<file path="config.mk">
export PLATFORM = sky130hd
export DESIGN_NAME = i2c_bus_monitor
export DESIGN_NICKNAME = d
export VERILOG_FILES = /design/src/rtl/i2c_mon_pkg.sv /design/src/rtl/i2c_glitch_filter.sv /design/src/rtl/i2c_bus_monitor.sv
export SDC_FILE = /design/constraint.sdc
export NUM_CORES = 1
export LEC_CHECK = 0
export CAP_MARGIN = 20
export CELL_PAD_IN_SITES_DETAIL_PLACEMENT = 1
export CELL_PAD_IN_SITES_GLOBAL_PLACEMENT = 2
export CORE_UTILIZATION = 38
export CTS_BUF_LIST = sky130_fd_sc_hd__clkbuf_16
export DETAILED_ROUTE_END_ITERATION = 10
export PLACE_DENSITY = 0.84
export SETUP_SLACK_MARGIN = 0.15
export SLEW_MARGIN = 20
export SYNTH_ARGS = -nofsm -noshare
export SYNTH_HDL_FRONTEND = slang
export SYNTH_SLANG_ARGS = --single-unit
</file>
<file path="constraint.sdc">
create_clock -name pclk -period 2.16 [get_ports pclk]
set_clock_uncertainty 0.05 [all_clocks]
set_input_delay 0.432 -clock pclk [delete_from_list [all_inputs] [get_ports pclk]]
set_output_delay 0.432 -clock pclk [all_outputs]
set_load 0.05 [all_outputs]
</file>
<file path="src/rtl/i2c_mon_pkg.sv">
// Shared types for the I2C bus monitor.
//   i2c_evt_e : event kind reported through the event FIFO
//   i2c_evt_s : one FIFO entry (kind, byte, ack bit, partial-byte error)
//   mon_state_e : monitor bus state
package i2c_mon_pkg;

  typedef enum logic [1:0] {
    EVT_START  = 2'd0,
    EVT_RSTART = 2'd1,
    EVT_STOP   = 2'd2,
    EVT_BYTE   = 2'd3
  } i2c_evt_e;

  typedef struct packed {
    i2c_evt_e   typ;
    logic [7:0] data;
    logic       ack;
    logic       err;
  } i2c_evt_s;

  typedef enum logic {
    MON_IDLE   = 1'b0,
    MON_ACTIVE = 1'b1
  } mon_state_e;

endpackage

</file>
<file path="src/rtl/i2c_glitch_filter.sv">
// Synchroniser plus de-glitch filter for one I2C line.
//   pclk   : system clock
//   areset : synchronous active-high reset (output returns to idle-high)
//   din    : raw line, asynchronous to pclk
//   dout   : filtered line; follows din only after GLITCH_FILT stable samples
module i2c_glitch_filter #(
  parameter int SYNC_STAGES = 2,
  parameter int GLITCH_FILT = 3
) (
  input  logic pclk,
  input  logic areset,
  input  logic din,
  output logic dout
);

  localparam int CW = $clog2(GLITCH_FILT + 1);

  logic [SYNC_STAGES-1:0] r_sync;
  logic [CW-1:0]          r_cnt;
  logic                   r_out;
  logic                   w_sync;

  assign w_sync = r_sync[SYNC_STAGES-1];
  assign dout   = r_out;

  always_ff @(posedge pclk) begin
    if (areset) begin
      r_sync <= '1;
      r_cnt  <= '0;
      r_out  <= 1'b1;
    end else begin
      r_sync <= {r_sync[SYNC_STAGES-2:0], din};
      if (w_sync != r_out) begin
        if (r_cnt == CW'(GLITCH_FILT - 1)) begin
          r_out <= w_sync;
          r_cnt <= '0;
        end else begin
          r_cnt <= r_cnt + 1'b1;
        end
      end else begin
        r_cnt <= '0;
      end
    end
  end

endmodule

</file>
<file path="src/rtl/i2c_bus_monitor.sv">
// Passive I2C bus monitor. Filters SCL/SDA, detects START/RSTART/STOP,
// deserialises bytes + ACK and queues one event per condition/byte in a
// first-word-fall-through FIFO.
//   pclk, areset           : clock, synchronous active-high reset
//   scl_i, sda_i           : raw bus lines (never driven)
//   evt_valid / evt_ready  : FIFO head handshake
//   evt_type/data/ack/err  : head event fields (zero while FIFO empty)
//   bus_busy               : high between START and STOP
//   overflow               : sticky, an event was dropped on a full FIFO
module i2c_bus_monitor
  import i2c_mon_pkg::*;
#(
  parameter int SYNC_STAGES = 2,
  parameter int GLITCH_FILT = 3,
  parameter int FIFO_DEPTH  = 4
) (
  input  logic       pclk,
  input  logic       areset,
  input  logic       scl_i,
  input  logic       sda_i,
  output logic       evt_valid,
  input  logic       evt_ready,
  output logic [1:0] evt_type,
  output logic [7:0] evt_data,
  output logic       evt_ack,
  output logic       evt_err,
  output logic       bus_busy,
  output logic       overflow
);

  localparam int AW = $clog2(FIFO_DEPTH);

  logic w_scl, w_sda;

  i2c_glitch_filter #(.SYNC_STAGES(SYNC_STAGES), .GLITCH_FILT(GLITCH_FILT)) u_scl_filt (
    .pclk(pclk), .areset(areset), .din(scl_i), .dout(w_scl)
  );

  i2c_glitch_filter #(.SYNC_STAGES(SYNC_STAGES), .GLITCH_FILT(GLITCH_FILT)) u_sda_filt (
    .pclk(pclk), .areset(areset), .din(sda_i), .dout(w_sda)
  );

  mon_state_e r_state;
  logic       r_scl_q, r_sda_q;
  logic [3:0] r_bit_cnt;
  logic [3:0] r_cnt_lo;
  logic [7:0] r_shift;
  logic       r_busy;
  logic       r_push;
  i2c_evt_s   r_evt;

  logic w_start, w_stop, w_scl_rise, w_scl_fall;

  // Conditions need SCL high in both cycles, so a simultaneous SCL change
  // never produces START/STOP and only the SCL edge is processed.
  assign w_start    = r_scl_q & w_scl & r_sda_q & ~w_sda;
  assign w_stop     = r_scl_q & w_scl & ~r_sda_q & w_sda;
  assign w_scl_rise = ~r_scl_q & w_scl;
  assign w_scl_fall = r_scl_q & ~w_scl;

  // The SCL pulse that frames a STOP/RSTART is counted as a bit on its rising
  // edge. Partial-byte errors therefore use r_cnt_lo, the bit count captured
  // at the last SCL fall, so a clean byte followed by STOP/RSTART is err=0.
  always_ff @(posedge pclk) begin
    if (areset) begin
      r_state   <= MON_IDLE;
      r_scl_q   <= 1'b1;
      r_sda_q   <= 1'b1;
      r_bit_cnt <= '0;
      r_cnt_lo  <= '0;
      r_shift   <= '0;
      r_busy    <= 1'b0;
      r_push    <= 1'b0;
      r_evt     <= '0;
    end else begin
      r_scl_q <= w_scl;
      r_sda_q <= w_sda;
      r_push  <= 1'b0;
      if (w_start) begin
        r_push     <= 1'b1;
        r_evt.typ  <= (r_state == MON_ACTIVE) ? EVT_RSTART : EVT_START;
        r_evt.data <= '0;
        r_evt.ack  <= 1'b0;
        r_evt.err  <= (r_cnt_lo != '0);
        r_state    <= MON_ACTIVE;
        r_busy     <= 1'b1;
        r_bit_cnt  <= '0;
        r_cnt_lo   <= '0;
      end else if (w_stop && r_state == MON_ACTIVE) begin
        r_push     <= 1'b1;
        r_evt.typ  <= EVT_STOP;
        r_evt.data <= '0;
        r_evt.ack  <= 1'b0;
        r_evt.err  <= (r_cnt_lo != '0);
        r_state    <= MON_IDLE;
        r_busy     <= 1'b0;
        r_bit_cnt  <= '0;
        r_cnt_lo   <= '0;
      end else if (r_state == MON_ACTIVE) begin
        if (w_scl_rise) begin
          if (r_bit_cnt == 4'd8) begin
            r_push     <= 1'b1;
            r_evt.typ  <= EVT_BYTE;
            r_evt.data <= r_shift;
            r_evt.ack  <= w_sda;
            r_evt.err  <= 1'b0;
            r_bit_cnt  <= '0;
          end else begin
            r_shift   <= {r_shift[6:0], w_sda};
            r_bit_cnt <= r_bit_cnt + 1'b1;
          end
        end else if (w_scl_fall) begin
          r_cnt_lo <= r_bit_cnt;
        end
      end
    end
  end

  // Event FIFO
  i2c_evt_s        r_mem [FIFO_DEPTH];
  logic [AW-1:0]   r_wr, r_rd;
  logic [AW:0]     r_count;
  logic            r_ovf;
  logic            w_full, w_pop, w_wr;
  i2c_evt_s        w_head;

  assign w_full    = (r_count == (AW+1)'(FIFO_DEPTH));
  assign evt_valid = (r_count != '0);
  assign w_pop     = evt_valid & evt_ready;
  assign w_wr      = r_push & (~w_full | w_pop);
  assign w_head    = r_mem[r_rd];

  always_ff @(posedge pclk) begin
    if (areset) begin
      r_wr    <= '0;
      r_rd    <= '0;
      r_count <= '0;
      r_ovf   <= 1'b0;
    end else begin
      if (w_wr)  r_wr <= r_wr + 1'b1;
      if (w_pop) r_rd <= r_rd + 1'b1;
      if (w_wr && !w_pop)      r_count <= r_count + 1'b1;
      else if (!w_wr && w_pop) r_count <= r_count - 1'b1;
      if (r_push && w_full && !w_pop) r_ovf <= 1'b1;
    end
  end

  always_ff @(posedge pclk) begin
    if (!areset && w_wr) r_mem[r_wr] <= r_evt;
  end

  assign evt_type = evt_valid ? w_head.typ  : 2'd0;
  assign evt_data = evt_valid ? w_head.data : 8'd0;
  assign evt_ack  = evt_valid ? w_head.ack  : 1'b0;
  assign evt_err  = evt_valid ? w_head.err  : 1'b0;
  assign bus_busy = r_busy;
  assign overflow = r_ovf;

endmodule

</file>
==> Yosys cells after proc, flatten, opt, wreduce, memory -nomap -nowiden <==
Memory sizes are Yosys's and may differ from the RTL's. A register that Yosys moved wholly into a read port is not among the register bits.
Index checks and enable logic that the tools add are counted.
{ "classes": {"add_sub_neg": 7, "bitwise": 21, "n_eq_ne": 6, "n_reduce_logical": 26, "muxes": 24} }
{ "ops": {"columns": ["op", "count"], "rows": [
  ["12-bit 2-to-1 mux", 5],
  ["1-bit 2-to-1 mux", 12],
  ["3-bit nonzero test", 4],
  ["1-bit NOT", 11],
  ["1-bit bitwise AND", 9],
  ["3-bit AND reduction", 3],
  ["3-bit OR reduction", 3],
  ["2-bit by 1-bit adder with 2-bit output, second input constant", 4],
  ["8-bit 2-to-1 mux", 1],
  ["1-bit logical AND", 6],
  ["2-bit 2-to-1 mux", 3],
  ["3-bit 2-to-1 mux", 2],
  ["2-bit AND reduction", 3],
  ["5-bit AND reduction", 1],
  ["4-bit by 1-bit adder with 4-bit output, second input constant", 1],
  ["2-bit equality test, second input constant", 2],
  ["4-bit equality test, second input constant", 1],
  ["4-bit 2-to-1 mux", 1],
  ["2-bit nonzero test", 2],
  ["4-bit nonzero test", 1],
  ["3-bit by 1-bit adder with 3-bit output, second input constant", 1],
  ["3-bit equality test, second input constant", 1],
  ["1-bit zero test", 3],
  ["3-bit by 1-bit subtractor with 3-bit output, second input constant", 1],
  ["other kinds (2)", 3]
]} }
{ "word_totals": {"ramBits": 48, "memories": 1, "in_bits": 5, "output_inout_bits": 15, "wordCells": 106, "register_bits": 50} }
{ "mem_list": {"columns": ["memory", "depth", "word_bits", "rd", "rd_ports_with_merged_regs", "write_ports", "line", "rtl"], "rows": [
  ["r_mem", 4, 12, 1, 1, 1, "i2c_bus_monitor.sv:120", "i2c_evt_s r_mem [FIFO_DEPTH];"]
]} }

==> Longest topological paths before layout <==
Gate-level depths: netlist of run 1.
{ "logic_depth": {"word_depth": 8, "ltp_mapped": 9, "ltp_nobuf": 9} }

==> Cells and area by module <==
A second synthesis of run 1 with hierarchy kept.
{ "hier_totals": {"hier_cells": 298, "hier_area_um2": 3907.5} }
{ "modules_own_cells": {"columns": ["module", "seq_area_each_um2", "area_per_inst_um2", "cells_per_inst", "n_inst"], "rows": [
  ["i2c_bus_monitor", 2282.2, 3574.7, 270, 1],
  ["i2c_glitch_filter", 100.1, 166.4, 14, 2]
]} }

==> Worst setup path before layout of run 1 <==
No wires, ideal clock.
{ "synth_timing": {"path_kind": "reg-to-output", "start": "reg r_count[0]", "end": "out evt_data[0]", "t_required_ns": 1.678, "slack_ns": 0.008, "arrival_ns": 1.670, "n_path_buf": 1, "path_stages_with_launch": 4, "cell_sequence": "dfxtp_1 > or3_1 > clkbuf_1 > and2_1"} }
{ "synth_between": {"elab_chain_cells": 2} }
{ "synth_lines": {"columns": ["element", "line", "rtl"], "rows": [
  ["start, declared", "i2c_bus_monitor.sv:122", "logic [AW:0] r_count;"],
  ["start signal, assigned", "i2c_bus_monitor.sv:142", "if (w_wr && !w_pop) r_count <= r_count + 1'b1;"],
  ["start signal, assigned", "i2c_bus_monitor.sv:143", "else if (!w_wr && w_pop) r_count <= r_count - 1'b1;"],
  ["3-bit nonzero test", "i2c_bus_monitor.sv:128", "assign evt_valid = (r_count != '0);"],
  ["net evt_valid", "i2c_bus_monitor.sv:21", "output logic evt_valid,"],
  ["8-bit 2-to-1 mux", "i2c_bus_monitor.sv:153", "assign evt_data = evt_valid ? w_head.data : 8'd0;"],
  ["end, declared", "i2c_bus_monitor.sv:24", "output logic [7:0] evt_data,"]
]} }
The timed path passes the listed nets, and every way through them passes these cells.

==> impl_results.md, run 1 <==
* Hold crit path type: reg -> reg
* DR vias at 2,289
* Status: finished with violations
* IO Count at 20
* CP endpoint kind: output pin
* Clock transition at path regs at 70 ps
* TritonCTS buffer count at 9
* Share of power burned in registers at 38.7%
* Clk root buf: clkbuf_16
* # Post-CTS Setup Buffers at 0
* 1st-iter DRT viols at 96
* Unrepaired setup endpoints after global routing: yes
* Cell Area, Synth at between 3000 and 4000 um2
* Wire length per cell at approximately 15 um
* Die H at 103.5 um
* Failing checks: negative setup slack
* Drt drc at 0
* PD cells at between 1000 and 1500 nW/um2
* Crit path arrival time at between 1500 and 2000 ps
* Switching Fraction at between 30 and 40%
* GR Util All Layers at between 10% and 20%
* Die X at 103.5 um
* Synthesis Warnings at 0
* Syn_nets at 315
* Share of cells above drive strength 1 at 29.45%
* Worst Path Max Fanout at 6
* Synth-to-Final Area Change at 22.99%
* Initial core utilization at ~40%
* Final setup vio count at 4
* Max cap viols at 0
* Gpl congestion at 0.6658
* Gate power share at 32.0%
* H-tree depth at 3
* Ys async rst share at 0%
* Core area at 9864 um2
* Worst Path Required at 1680 ps
* Post-route insts no fill at 476
* Final Slew Violations at 0
* Num Clock Sinks at 100
* Worst-Margin Slew at 511.4 ps
* Vias in the first global route at 2,300
* Cell count after synthesis at 300
* PortBufs at 19
* Total Wirelength at 7275 um
* CTS tree: built
* Slew margin rel. at 65.79%
* Synthesized flop and latch total at 100
* Largest net degree at the start of global routing at 25
* Post-synth EDFFs at 48
* Ys flop type: dfxtp_1
* Avg Cell Area, Syn at 13.05 um2
* Int Pwr at 3.794 mW
* Worst vdd ir at 803.1 uV
* Post-synth cell types at 40
* Max Fclk at about 460 MHz
* Kind of critical path: reg -> out
* DRT antenna net count at 0
* Final Hold Viols at 0
* Initial antenna violation count at 0
* Global-route wire length before repair at 11,750 um
* Skew-Pair Late Insertion Delay at 330 ps
* Switching Power at between 1.5 and 2 mW
* Pre-Repair DR Iteration Count at 4
* Clock network fraction of total power at around 30%
* Layout Nets at between 300 and 400
* DPL Wire Length at 4700 um
* Core Util, Final at 48.80%
* Antenna diodes at 0
* Placed cells at 459
* Minimum clock period at 2171 ps
* Std-Cell Rows at 36
* Leak at 1.685 nW
* Global route total overflow at 0
* Worst setup margin at -10.62 ps
* Most frequent cells in the layout: dfxtp_1, edfxtp_1, nand2_1, nor2_1, a21oi_1
* Tcrit/Tclk final at 100.5%
* Startpoint Class: register
* Die area at 10,710 um2
* Seq/Total Area, Yosys at 63.43%
* Max clock buf depth at 2
* Drt via density at 4.809
[critical path, stage by stage (launching register included)]
cell,delay [ps]
dfxtp_4,390
buf_12,140
mux4_2,520
and2_4,160
buf_8,140
[metal layers]
metal  vias up  part of all wire [%]  track usage (%)
met2        33                    50            25.93
li1       1123                     -                -
met1      1129                    46            19.21
met3         4                   2.7            3.226
met4         0                  0.85            4.550
met5         -                     0                0
[cell families after synthesis]
group | share of synthesized area [%]
XOR/XNOR | 2.014
buffers and inverters | 3.356
AND/OR/NAND/NOR | 14.48
AO/OA/AOI/OAI | 4.828
flip-flops | 63.43
adder cells (fa/ha/maj) | 3.389
multiplexers | 8.504
[sequential cells by signal, summed over array words and instances (netlist names), 2 cells and up, named ones only]
signal             flops
r_bit_cnt              4
r_cnt_lo               4
r_count                3
r_evt                 12
r_mem                 48
r_rd                   2
r_shift                8
r_wr                   2
u_scl_filt.r_cnt       2
u_scl_filt.r_sync      2
u_sda_filt.r_cnt       2
u_sda_filt.r_sync      2
[synthesized netlist by cell type, types with 5 or more instances]
| library cell | n | area [um2] |
|---|---|---|
| nor2_1 | 24 | 90.09 |
| inv_1 | 9 | 33.78 |
| dfxtp_1 | 52 | 1041 |
| ha_1 | 9 | 112.6 |
| xor2_1 | 6 | 52.55 |
| edfxtp_1 | 48 | 1441 |
| buf_6 | 5 | 56.30 |
| a21oi_1 | 24 | 120.1 |
| mux4_2 | 9 | 202.7 |
| and2_1 | 16 | 100.1 |
| nand2_1 | 30 | 112.6 |
| or2_2 | 7 | 43.79 |
| nand3_1 | 10 | 50.05 |
[final timing paths]
kind                                        endpoint  slack (ps)            startpoint  cells past startpoint
worst max-delay path                     evt_data[7]         -10              register                      4
worst min-delay path            u_scl_filt.r_sync[1]         360  u_scl_filt.r_sync[0]                      1
worst max register to register            r_count[2]          10            r_count[0]                      8
worst min register to register  u_scl_filt.r_sync[1]         360  u_scl_filt.r_sync[0]                      1
[area by class of cell]
class / instances / area (um2)
Fill cell: 1000 / 5051
Sequential cell: 100 / 2492
Multi-Input combinational cell: 178 / 1365
Timing Repair Buffer: 40 / 457.9
Clock buffer: 9 / 225.2
Tap cell: 133 / 166.4
Clock inverter: 7 / 72.57
Inverter: 9 / 33.78
[power groups by stage]
stage	combinational, mW	clock (mW)	sequential (mW)
after detailed placement	1.45	0	2.12
after floorplan	1.02	0	2.11
after global placement	1.41	0	2.12
final	1.75	1.60	2.12
after CTS	1.74	1.63	2.11
after global routing	1.88	1.71	2.12
[repair_timing]
action | 4_1_cts | 5_1_grt
resized for setup | 39 | 4
hold buffers | 0 | 0
pin swaps | 10 | 0
cloned | 1 | 0
endpoints found under the setup margin | 62 | 15
[through the flow]
stage          hold slack (ps)  cell area, um2  power [mW]  worst slack, ps  setup TNS, ps
4_1_cts                  368.5            4796       5.484           -13.20         -84.10
3_3_place_gp             342.9            4379       3.528           -250.3         -452.9
3_5_place_dp             349.6            4379       3.576           -486.0         -10540
6_report                 364.1            4813       5.472           -10.62         -22.87
5_1_grt                  378.5            4813       5.714           -54.19         -541.8
2_1_floorplan            339.5            3944       3.135            157.1              0
Note: power is estimated with default switching activity, not from simulation.
==> inputs of run 2 (changes only) <==
- CORE_MARGIN: not set -> 2
==> impl_results.md, run 2 (synthesized netlist as in run 1, its figures left out) <==
* Core area at 10,140 um2 (+2.8%)
* Unrepaired setup endpoints after global routing: yes
* DRT antenna net count at 0 (unchanged)
* Die X at 105.5 um (+1.9%)
* Std-Cell Rows at 37 (+2.8%)
* Clk root buf: clkbuf_16
* DPL Wire Length at 5153 um (+9.6%)
* Overall Power at 5.535 mW (+1.1%)
* TritonCTS buffer count at 9 (unchanged)
* Worst-Margin Slew at 491.3 ps (-20.15 ps)
* Failing checks: negative setup slack
* Clock transition at path regs at 70 ps (about the same)
* Leak at 1.699 nW (+0.84%)
* Kind of critical path: reg -> out
* PD cells at 1140 nW/um2 (+0.28%)
* Multi-input gate area at 1376 um2 (+0.82%)
* CTS tree: built
* Startpoint Class: register
* Die area at 11,130 um2 (+3.9%)
* Max Fclk at 455.4 MHz (-1.2%)
* Reg with most FFs: r_mem
* Crit path arrival time at 1710 ps (+20 ps)
* Antenna diodes at 0 (unchanged)
* Seq. cell area at 2492 um2 (unchanged)
* Final Hold Viols at 0 (unchanged)
* IO Count at 20 (unchanged)
* H-tree depth at 3 (unchanged)
* Layout Nets at 357 (+1.1%)
* CP endpoint kind: output pin
* Final Slew Violations at 0 (unchanged)
* Worst Path Required at 1680 ps (about the same)
* Total Wirelength at 7830 um (+7.6%)
* Fill cell count at 1,027 (+2.7%)
* Share of cells above drive strength 1 at 30.84% (+1.4 points)
* DR vias at 2,346 (+2.5%)
* GR Util All Layers at 15.09% (-0.024 points)
* Wire length per cell at 16.21 um (+6.1%)
* Gate power share at 32.8% (+0.8 points)
* Worst vdd ir at 541.0 uV (-33%)
* Clock network fraction of total power at 29.3% (about the same)
* Biggest registers after layout: r_mem x48, r_evt x12, r_shift x8
* Vias in the first global route at 2,519 (+9.5%)
* Most frequent cells in the layout: dfxtp_1, edfxtp_1, nand2_1, nor2_1, a21oi_1
* Initial antenna violation count at 0 (unchanged)
* Switching Fraction at 30.96% (+0.29 points)
* Pre-Repair DR Iteration Count at 4 (unchanged)
* Status: finished with violations
* Initial core utilization at 38.60% (-1.1 points)
* Num Clock Sinks at 100 (unchanged)
* Reg2Reg Setup Slack at 100 ps (+90 ps)
* Skew-Pair Late Insertion Delay at 340 ps (about the same)
* Hold crit path type: reg -> reg
* Gpl congestion at 0.7634 (+15%)
* Number of flip-flops in the largest register at 48 (unchanged)
* Drt drc at 0 (unchanged)
* CP cell instances: buf_12 > mux4_2 > and2_4 > buf_6
* Drt via density at 4.857 (+1.0%)
* Worst Path Max Fanout at 6 (unchanged)
* Max cap viols at 0 (unchanged)
* Global-route wire length before repair at 12,810 um (+9.0%)
* Synth-to-Final Area Change at 24.04%
* Largest net degree at the start of global routing at 24 (-4.0%)
* Tcrit/Tclk final at 101.7% (+1.2 points)
* Switching Power at 1.713 mW (+2.1%)
* Crit path max-delay cell type: mux4_2
* Max clock buf depth at 2 (unchanged)
* Int Pwr at 3.821 mW (+0.73%)
* Die H at 105.5 um (+1.9%)
* Core Util, Final at 47.88% (-0.91 points)
* Post-Place Worst Slack at -293.0 ps (+193.0 ps)
* Share of power burned in registers at 37.9% (-0.8 points)
* Slew margin rel. at 67.15% (+1.4 points)
* PortBufs at 19 (unchanged)
* Worst setup margin at -36.06 ps (-25.44 ps)
* Global route total overflow at 0 (unchanged)
* Worst path max stage delay at 530 ps (about the same)
* 1st-iter DRT viols at 132 (+38%)
* Minimum clock period at 2196 ps (+25.44 ps)
* Final setup vio count at 8 (+4)
-- run 2: power by group through the flow --
stage | clock (mW) | combinational (mW) | sequential [mW]
CTS | 1.65 | 1.74 | 2.10
finish | 1.62 | 1.81 | 2.10
global route | 1.73 | 1.95 | 2.11
global placement | 0 | 1.42 | 2.12
detailed placement | 0 | 1.46 | 2.12
floorplan | 0 | 1.02 | 2.11
-- run 2: critical path, delay by kind of cell, from the launching register on --
| kind | cells | cell delay, ps |
|---|---|---|
| DFF | 1 | 400 |
| buffers and inverters | 2 | 280 |
| muxes | 1 | 530 |
| and+or+nand+nor | 1 | 160 |
-- run 2: final cells by class --
cell class / count / area share (%)
Sequential cell: 100 / 51.34
Multi-Input combinational cell: 178 / 28.35
Timing Repair Buffer: 44 / 9.897
Clock buffer: 9 / 4.639
Tap cell: 136 / 3.505
Clock inverter: 7 / 1.572
Inverter: 9 / 0.6959
-- run 2: stage by stage --
step | std cells | cell area (um2) | hold WS, ps | setup TNS [ps]
finish | 483 | 4855 | 362.1 | -124.0
global route | 483 | 4855 | 378.3 | -656.1
detailed placement | 462 | 4383 | 345.6 | -2055
floorplan | 300 | 3944 | 339.5 | 0
CTS | 482 | 4813 | 362.3 | -467.2
global placement | 462 | 4383 | 345.2 | -416.2
-- run 2: path summary, 6_finish.rpt --
path	startpoint	end	depth (start not counted)
max	register	evt_data[5]	4
min	u_sda_filt.r_sync[0]	u_sda_filt.r_sync[1]	1
max reg2reg	r_count[0]	r_count[2]	8
min reg2reg	u_sda_filt.r_sync[0]	u_sda_filt.r_sync[1]	1
-- run 2: per-layer routing --
metal  GRT usage (%)  wire [um]  up-vias
li1                -          -     1137
met1           17.34       3344     1178
met2           27.65       4226       22
met3           2.659        137        9
met4           6.000        122        0
met5               0          0        -
-- run 2: repair_timing --
action,4_1_cts,5_1_grt
resized for setup,32,11
endpoints found under the setup margin,14,14
hold buffers,0,0
setup buffers,3,1
pin swaps,8,1
cloned,1,0
==> inputs of run 3 (changes only) <==
- SKIP_LAST_GASP: not set -> 1
==> impl_results.md, run 3 (synthesized netlist as in run 1, its figures left out) <==
* IO Count at 20 (unchanged)
* Drt via density at 4.901 (+0.90%)
* Clk root buf: clkbuf_16
* Most frequent cells in the layout: dfxtp_1, edfxtp_1, nand2_1, nor2_1, a21oi_1
* Crit path arrival time at 1710 ps (about the same)
* Worst Path Required at 1680 ps (about the same)
* Gpl congestion at 0.7634 (unchanged)
* Biggest registers after layout: r_mem x48, r_evt x12, r_shift x8
* DRT antenna net count at 0 (unchanged)
* Skew-Pair Late Insertion Delay at 340 ps (about the same)
* CTS Hold Bufs at 0 (unchanged)
* Max clock buf depth at 2 (unchanged)
* Worst setup margin at -36.53 ps (-0.4719 ps)
* DPL Wire Length at 5153 um (unchanged)
* Initial antenna violation count at 0 (unchanged)
* Num Clock Sinks at 100 (unchanged)
* Slew margin rel. at 67.28% (+0.14 points)
* Antenna diodes at 0 (unchanged)
* GR Util All Layers at 15.09% (unchanged)
* Number of flip-flops in the largest register at 48 (unchanged)
* Final Slew Violations at 0 (unchanged)
* Layout Nets at 357 (unchanged)
* Max cap viols at 0 (unchanged)
* Worst Path Max Fanout at 6 (unchanged)
* Core area at 10,140 um2 (unchanged)
* Die area at 11,130 um2 (unchanged)
* PortBufs at 19 (unchanged)
* Post-Place Worst Slack at -293.0 ps (unchanged)
* Synth-to-Final Area Change at 23.75%
* Failing checks: negative setup slack
* Pre-Repair DR Iteration Count at 4 (unchanged)
* Leak at 1.698 nW (about the same)
* Vias in the first global route at 2,519 (unchanged)
* Share of cells above drive strength 1 at 30.55% (-0.29 points)
* Hold crit path type: reg -> reg
* CTS tree: built
* Unrepaired setup endpoints after global routing: yes
* Wire length per cell at 16.20 um (about the same)
* Final setup vio count at 8 (unchanged)
* Status: finished with violations
* Initial core utilization at 38.60% (unchanged)
* TritonCTS buffer count at 9 (unchanged)
* Reg with most FFs: r_mem
* DR vias at 2,367 (+0.90%)
* H-tree depth at 3 (unchanged)
* Startpoint Class: register
* Die H at 105.5 um (unchanged)
* Minimum clock period at 2197 ps (+0.4719 ps)
* Worst vdd ir at 541.0 uV (about the same)
* Final Hold Viols at 0 (unchanged)
* Die X at 105.5 um (unchanged)
* Overall Power at 5.519 mW (-0.29%)
* Worst-Margin Slew at 489.3 ps (-2.023 ps)
* Drt drc at 0 (unchanged)
* Kind of critical path: reg -> out
* Std-Cell Rows at 37 (unchanged)
* 1st-iter DRT viols at 110 (-17%)
* Largest net degree at the start of global routing at 24 (unchanged)
* Clock transition at path regs at 70 ps (about the same)
* Total Wirelength at 7827 um (about the same)
* Global-route wire length before repair at 12,810 um (unchanged)
* CP endpoint kind: output pin
* Global route total overflow at 0 (unchanged)
* Max Fclk at 455.3 MHz (about the same)
* Tcrit/Tclk final at 101.7% (about the same)
* PD cells at 1139 nW/um2 (about the same)
-- run 3: cell type report --
| class | instances | area, um2 |
|---|---|---|
| Fill cell | 1030 | 5295 |
| Sequential cell | 100 | 2492 |
| Multi-Input combinational cell | 178 | 1369 |
| Timing Repair Buffer | 44 | 476.7 |
| Clock buffer | 9 | 225.2 |
| Tap cell | 136 | 170.2 |
| Clock inverter | 7 | 76.32 |
| Inverter | 9 | 33.78 |
-- run 3: critical path, cell delays in order (launching register included) --
cell	delay, ps
dfxtp_4	400
buf_12	140
mux4_2	530
and2_4	160
buf_6	140
-- run 3: report_power, final --
| part | switching (mW) | internal [mW] | total, mW |
|---|---|---|---|
| clock network | 0.718 | 0.906 | 1.62 |
| logic | 0.930 | 0.866 | 1.80 |
| registers | 0.0619 | 2.04 | 2.10 |
| total | 1.71 | 3.81 | 5.52 |
-- run 3: metrics by stage --
| step | hold WS [ps] | instances | area (um2) | setup TNS, ps | util (%) |
|---|---|---|---|---|---|
| after floorplan | 339.5 | 300 | 3944 | 0 | - |
| after global placement | 345.2 | 462 | 4383 | -416.2 | 43.23 |
| after global routing | 378.3 | 483 | 4843 | -656.1 | 47.77 |
| after CTS | 362.3 | 482 | 4813 | -467.2 | 47.48 |
| final | 362.1 | 483 | 4843 | -126.3 | 47.77 |
| after detailed placement | 345.6 | 462 | 4383 | -2055 | 43.23 |
-- run 3: per-layer routing --
layer / global-route usage (%) / part of all wire, % / vias to the layer above
met5: 0 / 0 / -
met4: 6.000 / 1.6 / 0
met3: 2.659 / 1.8 / 9
met2: 27.65 / 54 / 22
met1: 17.34 / 43 / 1197
li1: - / - / 1139
-- run 3: worst paths after layout --
path | cells past startpoint | endpoint | slack [ps] | startpoint
setup / recovery | 4 | evt_data[5] | -40 | register
hold reg to reg | 1 | u_sda_filt.r_sync[1] | 360 | u_sda_filt.r_sync[0]
setup reg to reg | 8 | r_count[2] | 150 | r_count[0]
hold / removal | 1 | u_sda_filt.r_sync[1] | 360 | u_sda_filt.r_sync[0]
-- run 3: what timing repair did --
action / in CTS / in global routing
cloned: 1 / 0
resized for setup: 31 / 10
setup endpoints to repair: 14 / 14
pin swaps: 8 / 0
buffers inserted: 3 / 1
==> RTL change 1 (flow settings as in run 1) <==
Register the output `evt_err`, without a reset; this adds one clock of latency there. The other outputs are not delayed to match.
--- a/src/rtl/i2c_bus_monitor.sv
+++ b/src/rtl/i2c_bus_monitor.sv
@@ -153,5 +153,7 @@
   assign evt_data = evt_valid ? w_head.data : 8'd0;
   assign evt_ack  = evt_valid ? w_head.ack  : 1'b0;
-  assign evt_err  = evt_valid ? w_head.err  : 1'b0;
+  always_ff @(posedge pclk) begin
+    evt_err <= evt_valid ? w_head.err  : 1'b0;
+  end
   assign bus_busy = r_busy;
   assign overflow = r_ovf;
Function: same outputs for any inputs over 10 cycles, from zero or initial values and one cycle with areset high; that may be too few to reach the edited logic, so the function may still have changed.
==> RTL change 1 against run 1 <==
The run still ends with negative setup slack left. Cell area increased by 1.2%. Sequential cell count grew 1. Count of clock-buffer cells in the layout unchanged. Synthesized cell count increased by 0.33%. Worst setup slack got worse by 0.0027 ns. Critical path depth is the same. Power shrank 0.80%. Core utilization rose by 0.38 points. Wire length rose by 4.5%. Area after synthesis grew 0.51%. Via count grew 2.7%. First-iteration DRC count is 19% lower. Critical path type unchanged.
==> RTL change 1: results (changes against run 1) <==
stage	metric	value	unit	change
detailed_routing	initial drt markers	78		was 96
logic_synthesis	largest cells by area after synthesis	edfxtp_1 (37%), dfxtp_1 (27%), mux4_2 (5.2%), a21oi_1 (3.1%), ha_1 (2.9%)		unchanged
sta	final setup fails	3		was 4
outcome	failing checks	negative setup slack		unchanged
detailed_routing	routed vias/inst	4.867		was 4.809
finish	layout cell share with drive strength beyond 1	0.3029		was 0.2945
power_and_ir_drop	Tot Pwr	5.428	mW	was 5.472 mW
finish	NumNets Final	360		was 353
setup_path	FF-to-FF Start	r_count[2]		was r_count[0]
finish	bufs w/o clock	46		was 40
cts	# clock sinks	101		was 100
finish	NonClk Buf Share	0.1058		was 0.09514
power_and_ir_drop	Peak VDD IR	0.6605	mV	was 0.8031 mV
outcome	status	complete, but fails checks		unchanged
power_and_ir_drop	Leakage	1.728	nW	was 1.685 nW
power_and_ir_drop	clock share of power	0.274		was 0.292
grt	total track usage	0.1505		was 0.1512
logic_synthesis	post-synthesis xor/xnor area fraction	0.02004		was 0.02014
min_path	Worst Hold End	u_scl_filt.r_cnt[0]		was u_scl_filt.r_sync[1]
sta	hold slack	0.3580	ns	was 0.3641 ns
grt	vias in the first global route	2419		was 2,300
detailed_routing	drt total wl	7.601	mm	was 7.275 mm
logic_synthesis	synth cell count leaders	dfxtp_1 (53), edfxtp_1 (48), nand2_1 (30)		was dfxtp_1 (52), edfxtp_1 (48), nand2_1 (30)
power_and_ir_drop	combinational power share	0.334		was 0.320
sta	total negative setup slack	-0.01899	ns	was -0.02287 ns
grt	largest net degree at the start of global routing	26		was 25
logic_synthesis	Post-Syn Nets	316		was 315
sta	setup ws final	-0.01331	ns	was -0.01062 ns
placed_design	gpl congestion	0.6716		was 0.6658
setup_path	reg2reg setup slack	0.06	ns	was 0.01 ns
sta	Max transition margin	0.6650		was 0.6579
finish	multi-input gate share of the layout cell area	0.2806		was 0.2836
finish	Seq area share	0.5160		was 0.5178
-- RTL change 1: cell families (layout without fill, tap and decap cells) --
logic type / count (synthesis) / in the layout
fa+ha+maj: 10 / 10
mux: 17 / 17
simple gates: 110 / 110
xor+xnor: 9 / 9
compound gates: 32 / 32
buf+inv: 22 / 71
flops: 101 / 101
-- RTL change 1: metrics by stage --
step	setup WS, ns	utilization	instances	instance area, µm²
2_1_floorplan	0.1571	-	301	3964
3_3_place_gp	-0.2402	0.4434	459	4394
3_5_place_dp	-0.3838	0.4434	459	4394
4_1_cts	-0.02174	0.4875	480	4831
5_1_grt	-0.07439	0.4918	483	4873
6_report	-0.01331	0.4918	483	4873
-- RTL change 1: worst max-delay path, delay by kind of cell, from the launching register on --
kind | cells | cell delay [ns]
and+or+nand+nor | 1 | 0.16
muxes | 1 | 0.51
DFF | 1 | 0.39
buffers and inverters | 2 | 0.28
-- RTL change 1: worst max-delay path by stage --
stage	slack, ns	endpoint	cells past startpoint
after global routing	-0.07	evt_type[0]	4
after global placement	-0.24	r_count[2]	10
final	-0.01	evt_type[0]	4
after CTS	-0.02	evt_data[0]	4
after floorplan	0.16	r_count[2]	9
after detailed placement	-0.38	r_count[2]	10
-- RTL change 1: repair_timing --
item                                    in CTS  in global routing
pin swaps                                   10                  5
buffers inserted                             4                  3
gates resized for setup                     41                  6
gates cloned                                 1                  0
endpoints found under the setup margin      13                 55
-- RTL change 1: routing by layer --
metal | global-route usage | share of wire
met1 | 0.1823 | 0.45
met2 | 0.2632 | 0.52
met3 | 0.04405 | 0.027
met4 | 0.03673 | 0.0037
met5 | 0 | 0
==> RTL change 2 (settings of run 1) <==
Made on the original files. `SYNC_STAGES` is set to 2 in 2 places; all go to 4.
--- a/src/rtl/i2c_glitch_filter.sv
+++ b/src/rtl/i2c_glitch_filter.sv
@@ -5,5 +5,5 @@
 //   dout   : filtered line; follows din only after GLITCH_FILT stable samples
 module i2c_glitch_filter #(
-  parameter int SYNC_STAGES = 2,
+  parameter int SYNC_STAGES = 4,
   parameter int GLITCH_FILT = 3
 ) (
--- a/src/rtl/i2c_bus_monitor.sv
+++ b/src/rtl/i2c_bus_monitor.sv
@@ -11,5 +11,5 @@
   import i2c_mon_pkg::*;
 #(
-  parameter int SYNC_STAGES = 2,
+  parameter int SYNC_STAGES = 4,
   parameter int GLITCH_FILT = 3,
   parameter int FIFO_DEPTH  = 4
Behaviour: not the same (Yosys sat finds a counterexample within 10 cycles, from zero or initial values and one cycle with areset high).
==> RTL change 2 against run 1 <==
The run still ends with negative setup slack left. Core utilization fell by 1.2 points. Cell area rose by 1.6%. Area after synthesis rose by 2.7%. Sequential cell count rose by 4. First-iteration DRC count fell by 24%. Wire length rose by 2.3%. Maximum frequency barely moved. Count of clock-buffer cells in the layout did not move. Clock power fell by 4%. Power fell by 1.1%. Via count rose by 4.4%. Worst setup slack barely moved. Largest power group unchanged. Highest routed layer unchanged.
==> RTL change 2: results (changes against run 1) <==
stage	metric	value	unit	change
outcome	status	complete, but fails checks		unchanged
outcome	failing checks	negative setup slack		unchanged
grt	first-pass GRT wire length	12.73	mm	was 11.75 mm
logic_synthesis	sequential share of the synthesized area	0.6372		was 0.6343
power_and_ir_drop	Peak VDD IR	0.5707	mV	was 0.8031 mV
detailed_routing	initial drt markers	73		was 96
grt	met1 Resource Use GR	0.1793		was 0.1921
power_and_ir_drop	Power Clock	1.54	mW	was 1.60 mW
power_and_ir_drop	Net Sw Power	1.708	mW	was 1.678 mW
grt	global-route track usage on met3	0.04242		was 0.03226
logic_synthesis	Synth cell types	39		was 40
power_and_ir_drop	power in sequential cells	2.16	mW	was 2.12 mW
finish	NumNets Final	364		was 353
placed_design	Cell Area, Placed	4439	µm²	was 4379 µm²
detailed_routing	Met3 Wirelength	217	µm	was 196 µm
logic_synthesis	Post-Syn Instances	314		was 300
power_and_ir_drop	register share of total power	0.400		was 0.387
sta	setup ws final	-0.01063	ns	was -0.01062 ns
grt	total track usage	0.1517		was 0.1512
detailed_routing	routed vias/inst	4.876		was 4.809
sta	final setup fails	4		unchanged
detailed_routing	met2 wire len	3.745	mm	was 3.649 mm
logic_synthesis	largest cells by area after synthesis	edfxtp_1 (36%), dfxtp_1 (28%), mux4_2 (6.7%), nand2_1 (3.2%), ha_1 (2.8%)		was edfxtp_1 (37%), dfxtp_1 (27%), mux4_2 (5.2%), a21oi_1 (3.1%), ha_1 (2.9%)
logic_synthesis	Post-Syn Nets	329		was 315
grt	met2 Usage GRT	0.2658		was 0.2593
placed_design	gpl congestion	0.7398		was 0.6658
detailed_routing	wl on met1	3.378	mm	was 3.367 mm
placed_design	Inst Count DP	473		was 459
[RTL change 2: layout make-up]
| type | count | area, µm² |
|---|---|---|
| Inverter | 11 | 41.29 |
| Clock buffer | 9 | 225.2 |
| Multi-Input combinational cell | 186 | 1421 |
| Clock inverter | 7 | 60.06 |
| Tap cell | 136 | 170.2 |
| Sequential cell | 104 | 2571 |
| Fill cell | 1059 | 5388 |
| Timing Repair Buffer | 37 | 400.4 |
[RTL change 2: worst min path at each step]
stage | cells after the start | slack (ns) | end | from
finish | 1 | 0.36 | u_sda_filt.r_sync[1] | u_sda_filt.r_sync[0]
detailed placement | 1 | 0.35 | u_sda_filt.r_sync[3] | u_sda_filt.r_sync[2]
CTS | 1 | 0.36 | u_sda_filt.r_sync[3] | u_sda_filt.r_sync[2]
global route | 1 | 0.38 | u_scl_filt.r_sync[2] | u_scl_filt.r_sync[1]
global placement | 1 | 0.34 | u_sda_filt.r_sync[2] | u_sda_filt.r_sync[1]
floorplan | 1 | 0.34 | u_scl_filt.r_sync[1] | u_scl_filt.r_sync[0]
[RTL change 2: worst reg2reg max path, stage by stage, from the launching register on]
cell and delay, ns:
dfxtp_4 0.37, or3_4 0.41, nand2_4 0.08, ha_4 0.13, inv_1 0.06, fa_2 0.34
xor2_1 0.19, or3_1 0.32, a21oi_1 0.14
[RTL change 2: cell families after synthesis]
group	Yosys count	share of synthesized area
and+or+nand+nor	115	0.1478
DFF	104	0.6372
AOI/OAI and AO/OA	35	0.05352
buffers and inverters	24	0.02924
muxes	17	0.07965
adders and majority gates	10	0.03298
xor gates and xnor gates	9	0.01960
[RTL change 2: timing repair]
item / CTS / global route
gates resized for setup: 40 / 5
hold endpoints to repair: 0 / 0
gates cloned: 1 / 0
setup endpoints to repair: 62 / 27
pin swaps: 9 / 1
